**config.mk**
```make
export PLATFORM = sky130hd
export DESIGN_NAME = isa_loader_flat
export DESIGN_NICKNAME = d
export VERILOG_FILES = /design/src/rtl/isa_loader_if.sv /design/src/rtl/isa_loader.sv /design/src/flat_wrapper.sv
export SDC_FILE = /design/constraint.sdc
export NUM_CORES = 2
export LEC_CHECK = 0
export BUFFER_PORTS_ARGS = -buffer_cell sky130_fd_sc_hd__buf_2
export CORE_MARGIN = 2
export CORE_UTILIZATION = 30
export DETAILED_ROUTE_END_ITERATION = 8
export HOLD_SLACK_MARGIN = 0.03
export PLACE_DENSITY_LB_ADDON = 0.3
export SYNTH_ARGS = -nofsm -noshare
export SYNTH_HDL_FRONTEND = slang
export SYNTH_SLANG_ARGS = --single-unit
```
**constraint.sdc**
```tcl
create_clock -name clk -period 37.2 [get_ports clk]
set_input_delay 1.86 -clock clk [delete_from_list [all_inputs] [get_ports clk]]
set_output_delay 1.86 -clock clk [all_outputs]
set_load 0.05 [all_outputs]
```
**src/rtl/isa_loader_if.sv**
```systemverilog
// isa_loader bus bundle: DRAM read request/data channel and CCU ISA stream.
// master = loader side, slave = DRAM/CCU side.
interface isa_loader_if #(
    parameter int PORT_WIDTH      = 128,
    parameter int DRAM_ADDR_WIDTH = 32,
    parameter int BURST_WIDTH     = 4
) ();
    logic                       LDRDRM_RdReqVld;
    logic                       DRMLDR_RdReqRdy;
    logic [DRAM_ADDR_WIDTH-1:0] LDRDRM_RdAddr;
    logic [BURST_WIDTH:0]       LDRDRM_RdLen;
    logic [PORT_WIDTH-1:0]      DRMLDR_RdDat;
    logic                       DRMLDR_RdDatVld;
    logic                       LDRDRM_RdDatRdy;
    logic [PORT_WIDTH-1:0]      ITFCCU_ISARdDat;
    logic                       ITFCCU_ISARdDatVld;
    logic                       ITFCCU_ISARdDatLast;
    logic                       CCUITF_ISARdDatRdy;

    modport master (
        output LDRDRM_RdReqVld, LDRDRM_RdAddr, LDRDRM_RdLen,
        output LDRDRM_RdDatRdy,
        output ITFCCU_ISARdDat, ITFCCU_ISARdDatVld, ITFCCU_ISARdDatLast,
        input  DRMLDR_RdReqRdy, DRMLDR_RdDat, DRMLDR_RdDatVld,
        input  CCUITF_ISARdDatRdy
    );

    modport slave (
        input  LDRDRM_RdReqVld, LDRDRM_RdAddr, LDRDRM_RdLen,
        input  LDRDRM_RdDatRdy,
        input  ITFCCU_ISARdDat, ITFCCU_ISARdDatVld, ITFCCU_ISARdDatLast,
        output DRMLDR_RdReqRdy, DRMLDR_RdDat, DRMLDR_RdDatVld,
        output CCUITF_ISARdDatRdy
    );
endinterface

```
**src/rtl/isa_loader.sv**
```systemverilog
// isa_loader: fetches the ISA program from DRAM in credit-limited bursts,
// buffers it in a FWFT FIFO and streams it to the CCU.
// Ports: clk, rst_n, TOP_Start/TOP_IsaBaseAddr/TOP_IsaNumWord (start),
// LDR_Busy/LDR_Done (status), bus (DRAM read + CCU ISA stream).
module isa_loader #(
    parameter int PORT_WIDTH      = 128,
    parameter int DRAM_ADDR_WIDTH = 32,
    parameter int NUMWORD_WIDTH   = 16,
    parameter int BURST_WIDTH     = 4,
    parameter int FIFO_ADDR_WIDTH = 4
) (
    input  logic                       clk,
    input  logic                       rst_n,
    input  logic                       TOP_Start,
    input  logic [DRAM_ADDR_WIDTH-1:0] TOP_IsaBaseAddr,
    input  logic [NUMWORD_WIDTH-1:0]   TOP_IsaNumWord,
    output logic                       LDR_Busy,
    output logic                       LDR_Done,
    isa_loader_if.master               bus
);
    localparam int MAX_BURST = 1 << BURST_WIDTH;
    localparam int DEPTH     = 1 << FIFO_ADDR_WIDTH;
    localparam int LW        = BURST_WIDTH + 1;
    localparam int CW        = FIFO_ADDR_WIDTH + 1;
    localparam int AW        = DRAM_ADDR_WIDTH;
    localparam int NW        = NUMWORD_WIDTH;
    localparam int BPW       = PORT_WIDTH / 8;

    localparam logic [1:0] IDLE  = 2'd0;
    localparam logic [1:0] REQ   = 2'd1;
    localparam logic [1:0] DRAIN = 2'd2;

    logic [1:0]            state;
    logic [AW-1:0]         addr_cnt;
    logic [NW-1:0]         num_word;
    logic [NW-1:0]         req_remain;
    logic [NW-1:0]         sent_cnt;
    logic [CW-1:0]         outstanding;
    logic [CW-1:0]         wptr;
    logic [CW-1:0]         rptr;
    logic [CW-1:0]         fifo_cnt;
    logic [PORT_WIDTH-1:0] mem [DEPTH];
    logic                  done;

    logic [LW-1:0] len;
    logic          credit_ok;
    logic          req_vld;
    logic          req_hs;
    logic          push;
    logic          pop;
    logic          full;
    logic          empty;
    logic          last;
    logic          dat_rdy;

    assign fifo_cnt = wptr - rptr;
    assign full     = (fifo_cnt == CW'(DEPTH));
    assign empty    = (fifo_cnt == '0);

    assign len = (32'(req_remain) >= 32'(MAX_BURST)) ?
                 LW'(MAX_BURST) : LW'(req_remain);

    // Free slots not yet promised to in-flight beats must cover the burst.
    assign credit_ok = (32'(DEPTH) - 32'(fifo_cnt) - 32'(outstanding))
                       >= 32'(len);

    // Credit only grows while a request waits, so the request stays stable.
    assign req_vld = (state == REQ) && (req_remain != '0) && credit_ok;
    assign req_hs  = req_vld && bus.DRMLDR_RdReqRdy;
    assign dat_rdy = (state != IDLE) && !full;
    assign push    = bus.DRMLDR_RdDatVld && dat_rdy;
    assign pop     = !empty && bus.CCUITF_ISARdDatRdy;
    assign last    = !empty && (sent_cnt == num_word - NW'(1));

    assign bus.LDRDRM_RdReqVld     = req_vld;
    assign bus.LDRDRM_RdAddr       = addr_cnt;
    assign bus.LDRDRM_RdLen        = len;
    assign bus.LDRDRM_RdDatRdy     = dat_rdy;
    assign bus.ITFCCU_ISARdDatVld  = !empty;
    assign bus.ITFCCU_ISARdDat     = empty ? '0 :
                                     mem[rptr[FIFO_ADDR_WIDTH-1:0]];
    assign bus.ITFCCU_ISARdDatLast = last;

    assign LDR_Busy = (state != IDLE);
    assign LDR_Done = done;

    always_ff @(posedge clk) begin
        if (push) begin
            mem[wptr[FIFO_ADDR_WIDTH-1:0]] <= bus.DRMLDR_RdDat;
        end
    end

    always_ff @(posedge clk or negedge rst_n) begin
        if (!rst_n) begin
            state       <= IDLE;
            addr_cnt    <= '0;
            num_word    <= '0;
            req_remain  <= '0;
            sent_cnt    <= '0;
            outstanding <= '0;
            wptr        <= '0;
            rptr        <= '0;
            done        <= 1'b0;
        end else begin
            done <= 1'b0;
            if (push) wptr <= wptr + CW'(1);
            if (pop)  rptr <= rptr + CW'(1);
            unique case (1'b1)
                (state == IDLE): begin
                    if (TOP_Start) begin
                        addr_cnt    <= TOP_IsaBaseAddr;
                        num_word    <= TOP_IsaNumWord;
                        req_remain  <= TOP_IsaNumWord;
                        sent_cnt    <= '0;
                        outstanding <= '0;
                        if (TOP_IsaNumWord == '0) begin
                            done <= 1'b1;
                        end else begin
                            state <= REQ;
                        end
                    end
                end
                (state != IDLE): begin
                    if (req_hs) begin
                        addr_cnt   <= addr_cnt + AW'(32'(len) * BPW);
                        req_remain <= req_remain - NW'(len);
                        if (req_remain == NW'(len)) state <= DRAIN;
                    end
                    outstanding <= outstanding
                                 + (req_hs ? CW'(len) : CW'(0))
                                 - (push ? CW'(1) : CW'(0));
                    if (pop) begin
                        sent_cnt <= sent_cnt + NW'(1);
                        if (last) begin
                            state <= IDLE;
                            done  <= 1'b1;
                        end
                    end
                end
            endcase
        end
    end
endmodule

```
**src/flat_wrapper.sv**
```systemverilog
// flat-port wrapper written by rule: the top's interface ports become plain ports
module isa_loader_flat 
#(
    parameter int PORT_WIDTH      = 128,
    parameter int DRAM_ADDR_WIDTH = 32,
    parameter int NUMWORD_WIDTH   = 16,
    parameter int BURST_WIDTH     = 4,
    parameter int FIFO_ADDR_WIDTH = 4
)
  (clk, rst_n, TOP_Start, TOP_IsaBaseAddr, TOP_IsaNumWord, LDR_Busy, LDR_Done, bus_LDRDRM_RdReqVld, bus_LDRDRM_RdAddr, bus_LDRDRM_RdLen, bus_LDRDRM_RdDatRdy, bus_ITFCCU_ISARdDat, bus_ITFCCU_ISARdDatVld, bus_ITFCCU_ISARdDatLast, bus_DRMLDR_RdReqRdy, bus_DRMLDR_RdDat, bus_DRMLDR_RdDatVld, bus_CCUITF_ISARdDatRdy);
  isa_loader_if #(.PORT_WIDTH(PORT_WIDTH), .DRAM_ADDR_WIDTH(DRAM_ADDR_WIDTH), .BURST_WIDTH(BURST_WIDTH)) bus_i ();
  input  logic clk;
  input  logic rst_n;
  input  logic TOP_Start;
  input  logic [DRAM_ADDR_WIDTH-1:0] TOP_IsaBaseAddr;
  input  logic [NUMWORD_WIDTH-1:0] TOP_IsaNumWord;
  output logic LDR_Busy;
  output logic LDR_Done;
  output wire logic [$bits(bus_i.LDRDRM_RdReqVld)-1:0] bus_LDRDRM_RdReqVld;
  output wire logic [$bits(bus_i.LDRDRM_RdAddr)-1:0] bus_LDRDRM_RdAddr;
  output wire logic [$bits(bus_i.LDRDRM_RdLen)-1:0] bus_LDRDRM_RdLen;
  output wire logic [$bits(bus_i.LDRDRM_RdDatRdy)-1:0] bus_LDRDRM_RdDatRdy;
  output wire logic [$bits(bus_i.ITFCCU_ISARdDat)-1:0] bus_ITFCCU_ISARdDat;
  output wire logic [$bits(bus_i.ITFCCU_ISARdDatVld)-1:0] bus_ITFCCU_ISARdDatVld;
  output wire logic [$bits(bus_i.ITFCCU_ISARdDatLast)-1:0] bus_ITFCCU_ISARdDatLast;
  input wire logic [$bits(bus_i.DRMLDR_RdReqRdy)-1:0] bus_DRMLDR_RdReqRdy;
  input wire logic [$bits(bus_i.DRMLDR_RdDat)-1:0] bus_DRMLDR_RdDat;
  input wire logic [$bits(bus_i.DRMLDR_RdDatVld)-1:0] bus_DRMLDR_RdDatVld;
  input wire logic [$bits(bus_i.CCUITF_ISARdDatRdy)-1:0] bus_CCUITF_ISARdDatRdy;
  assign bus_LDRDRM_RdReqVld = bus_i.LDRDRM_RdReqVld;
  assign bus_LDRDRM_RdAddr = bus_i.LDRDRM_RdAddr;
  assign bus_LDRDRM_RdLen = bus_i.LDRDRM_RdLen;
  assign bus_LDRDRM_RdDatRdy = bus_i.LDRDRM_RdDatRdy;
  assign bus_ITFCCU_ISARdDat = bus_i.ITFCCU_ISARdDat;
  assign bus_ITFCCU_ISARdDatVld = bus_i.ITFCCU_ISARdDatVld;
  assign bus_ITFCCU_ISARdDatLast = bus_i.ITFCCU_ISARdDatLast;
  assign bus_i.DRMLDR_RdReqRdy = bus_DRMLDR_RdReqRdy;
  assign bus_i.DRMLDR_RdDat = bus_DRMLDR_RdDat;
  assign bus_i.DRMLDR_RdDatVld = bus_DRMLDR_RdDatVld;
  assign bus_i.CCUITF_ISARdDatRdy = bus_CCUITF_ISARdDatRdy;
  isa_loader #(.PORT_WIDTH(PORT_WIDTH), .DRAM_ADDR_WIDTH(DRAM_ADDR_WIDTH), .NUMWORD_WIDTH(NUMWORD_WIDTH), .BURST_WIDTH(BURST_WIDTH), .FIFO_ADDR_WIDTH(FIFO_ADDR_WIDTH)) u_core (.clk(clk), .rst_n(rst_n), .TOP_Start(TOP_Start), .TOP_IsaBaseAddr(TOP_IsaBaseAddr), .TOP_IsaNumWord(TOP_IsaNumWord), .LDR_Busy(LDR_Busy), .LDR_Done(LDR_Done), .bus(bus_i));
endmodule
```
==> impl_metrics.csv <==
group,metric,value,unit
outcome,status,"finished clean",
placed_design,placed_area,90900,um^2
drt,firstDrtPassIters,5,
timing,period_needed,8580,ps
drt,vias,41098,
clock_tree,cts_made_buffers,231,
floorplan,ios,353,
clock_tree,clkSinkCount,2146,
timing,setup_viol_count_final,0,
setup_path,timing.reg2reg.setup_slack,29850,ps
power,power.share.clock,26.4,%
synth,seq_area_frac_synth,75.7,%
synth,synth_area,84500,um^2
finish,final_common_cell,"edfxtp_1",
power,power_frac_seq,36.1,%
setup_path,crit_top_cell,"ha_1",
floorplan,num_rows,194,
timing,fin_skew,103,ps
global_routing,grt_pass1_vias,41878,
setup_path,start_kind,"flop",
power,p_per_area,86.3,nW/um^2
placed_design,routabilityCongestion,0.789,
drt,drt_iter0_markers,3551,
setup_path,slowest_delay,1000,ps
synth,ys_types,83,
synth,synthCells,3825,
placed_design,port_buffers,352,
floorplan,die_x,535,um
clock_tree,cts_setup_buffers,0,
setup_path,crit_path_max_fanout,54,
setup_path,critical_path_class,"reg -> out",
synth,synthMuxAreaShare,17.2,%
drt,wl,218000,um
synth,synth-compound-area-share,1.60,%
min_path,hp-class,"reg -> reg",
clock_tree,cts_tree,"yes",
synth,syn-num-nets,4058,
global_routing,grt_usage,14.9,%
timing,slew_headroom,15.4,%
timing,drv_slew,0,
power,switching_share,36.3,%
clock_tree,path_clk_slew,60,ps
floorplan,fp.coreArea,280000,um^2
finish,drive_gt1_share,31.8,%
timing,fmax,117,MHz
clock_tree,htree_levels,4,
timing,tightest_slew,1270,ps
power,p_int,5.40,mW
setup_path,cp-end-kind,"output pin",
synth,synth-async-reset-ratio,4.57,%
synth,synth_edf_count,2048,
timing,fin_setup_tns,0,ps
clock_tree,cts_hold_buffers,0,
timing,finalHoldViolCount,0,
placed_design,dpl.hpwl,109000,um
power,p_switching,3.08,mW
global_routing,grt_max_degree,134,
global_routing,antenna_found_initial,77,
synth,ys.flop_type,"edfxtp_1",
synth,synth_top_family_by_area,"multiplexers",
power,comb_power_share,37.5,%
drt,ant_nets,0,
synth,avgSynthCellArea,22.1,um^2
synth,synth_adder_area_share,0.791,%
synth,synth-simple-area-share,3.11,%
power,peakVddDrop,88.9,uV
drt,routedWlPerCell,26.5,um
power,leakage,31.3,nW
clock_tree,cts_resized,0,
finish,nets,4508,
clock_tree,cts_buffer_depth,4,
floorplan,die_h,535,um
drt,route.detailed.drc,0,
timing,rsz0062_at_grt,"false",
finish,areaGrowthSynthToFinish,16.4,%
setup_path,slowest_stage,"dfrtp_4",
synth,synth-xor-area-share,0.425,%
floorplan,die-area,286000,um^2
setup_path,cp_top_family,"simple AND/OR/NAND/NOR gates",
drt,viasPerCell,5.01,
global_routing,grt_pass1_wl,310000,um
finish,final_area,98300,um^2
floorplan,start_util,30.2,%
global_routing,overflow,0,
timing,period_share,23.1,%
finish,final_cell_mix,"2048 x edfxtp_1, 640 x mux4_2, 351 x buf_2",
clock_tree,clock_latency,930,ps
placed_design,post-place-cells,7766,
setup_path,required,35340,ps
synth,ys_seq_elements,2146,
finish,fillCellCount,25969,
setup_path,arrival,6720,ps
synth,synth_warnings,0,
clock_tree,clock-root-buffer,"clkbuf_16",
setup_path,path_cells,"inv_1, ha_1, nor2b_1, o21a_1, nor2_1, xnor2_1, nor3b_1, ha_1, ha_1, o21ai_0, nand3_1, ha_1, nor4b_1, nand3_1, a211o_1, nand4b_4, and2_1, buf_2",
job,maxCapViolations,0,
setup_path,crit_buf_inv,2,
finish,layout.cells.non_filler,8199,
## routing by layer
metal  vias to the layer above  wire, um  part of all wire (%)  GRT usage (%)
met2                      1282    101000                    46           23.3
li1                      17006         -                     -              -
met3                       365     14900                   6.8           3.30
met4                        52      4620                   2.1           3.49
met1                     22393     97200                    45           21.2
met5                         -       317                  0.15              0
## power by group through the flow
stage	Clock (mW)	Sequential, mW	Combinational (mW)
after floorplan	0	3.14	2.31
after global placement	0	3.10	3.26
after detailed placement	0	3.12	3.25
after CTS	2.30	3.07	3.26
after global routing	2.39	3.09	3.41
final	2.24	3.06	3.18
## worst min-delay path, stage by stage (launching register included)
cell	delay [ps]
dfrtp_1	330
nand2_1	50
nand2_1	50
## path summary, 6_finish.rpt
path / start / to / depth (start not counted)
max: u_core.rptr[1] / bus_LDRDRM_RdReqVld / 18
min: u_core.bus.LDRDRM_RdAddr[2] / u_core.bus.LDRDRM_RdAddr[2] / 2
max reg2reg: u_core.rptr[1] / u_core.outstanding[4] / 26
min reg2reg: u_core.bus.LDRDRM_RdAddr[2] / u_core.bus.LDRDRM_RdAddr[2] / 2
max in group asynchronous: rst_n / u_core.bus.LDRDRM_RdAddr[13] / 2
min in group asynchronous: rst_n / u_core.sent_cnt[10] / 1
## sequential cells by signal (all words and copies together) (netlist names)
| name | count |
|---|---|
| u_core.state | 2 |
| u_core.outstanding | 5 |
| u_core.num_word | 16 |
| u_core.bus.LDRDRM_RdAddr | 32 |
| u_core.mem | 2048 |
| u_core.rptr | 5 |
| u_core.LDR_Done | 1 |
| u_core.req_remain | 16 |
| u_core.wptr | 5 |
| u_core.sent_cnt | 16 |
## synth_stat cells (5+ instances only)
cell      instances  share of area, %
o21ai_0          56              0.33
o22ai_1           6             0.044
xor2_1           14              0.15
nor3_1           16             0.095
o21a_1            6             0.053
nor2b_1           6             0.044
nand3_1          38              0.23
nor3b_1           5             0.044
nor4_1           15              0.11
inv_1            45              0.20
or3_1             6             0.044
nand4_1          19              0.14
and2_1          138               1.0
edfxtp_1       2048                73
nor2_1           54              0.24
a21o_1            7             0.062
mux4_2          640                17
mux2i_1           7             0.083
and3_1           17              0.13
clkbuf_1        136              0.60
buf_2            18              0.11
a21oi_1          24              0.14
dfrtp_1          98               2.9
o211ai_1          6             0.053
ha_1             47              0.70
a31oi_1           8             0.059
a22oi_1           6             0.053
buf_1            44              0.20
nand2_1         144              0.64
o31ai_1           9             0.080
xnor2_1          27              0.28
a32o_1           16              0.19
a211oi_1         13              0.12
## final cells by class
class	count	area, um^2	area share, %
Antenna cell	13	32.5	0.0331
Clock buffer	288	6050	6.15
Clock inverter	132	1330	1.35
Inverter	48	193	0.196
Multi-Input combinational cell	1429	19600	20.0
Sequential cell	2146	64000	65.1
Tap cell	3724	4660	4.74
Timing Repair Buffer	419	2450	2.50
## stage by stage
stage               hold slack, ps  setup WS (ps)  total power, mW  util [%]
floorplan                      462          20510             5.45         -
CTS                            475          28500             8.63      35.1
global route                   487          28210             8.89      35.1
finish                         469          28620             8.49      35.2
detailed placement             461          29480             6.37      32.5
global placement               452          29350             6.36      32.5
## cells by family (layout without fill, tap and decap cells)
logic type	after synthesis	after routing
adder cells (fa/ha/maj)	51	51
buffers and inverters	250	887
flip-flops	2146	2146
XOR/XNOR	41	41
AO/OA/AOI/OAI	195	195
multiplexers	651	651
other	1	14
AND/OR/NAND/NOR	490	490
Note: power is estimated with default switching activity, not from simulation.
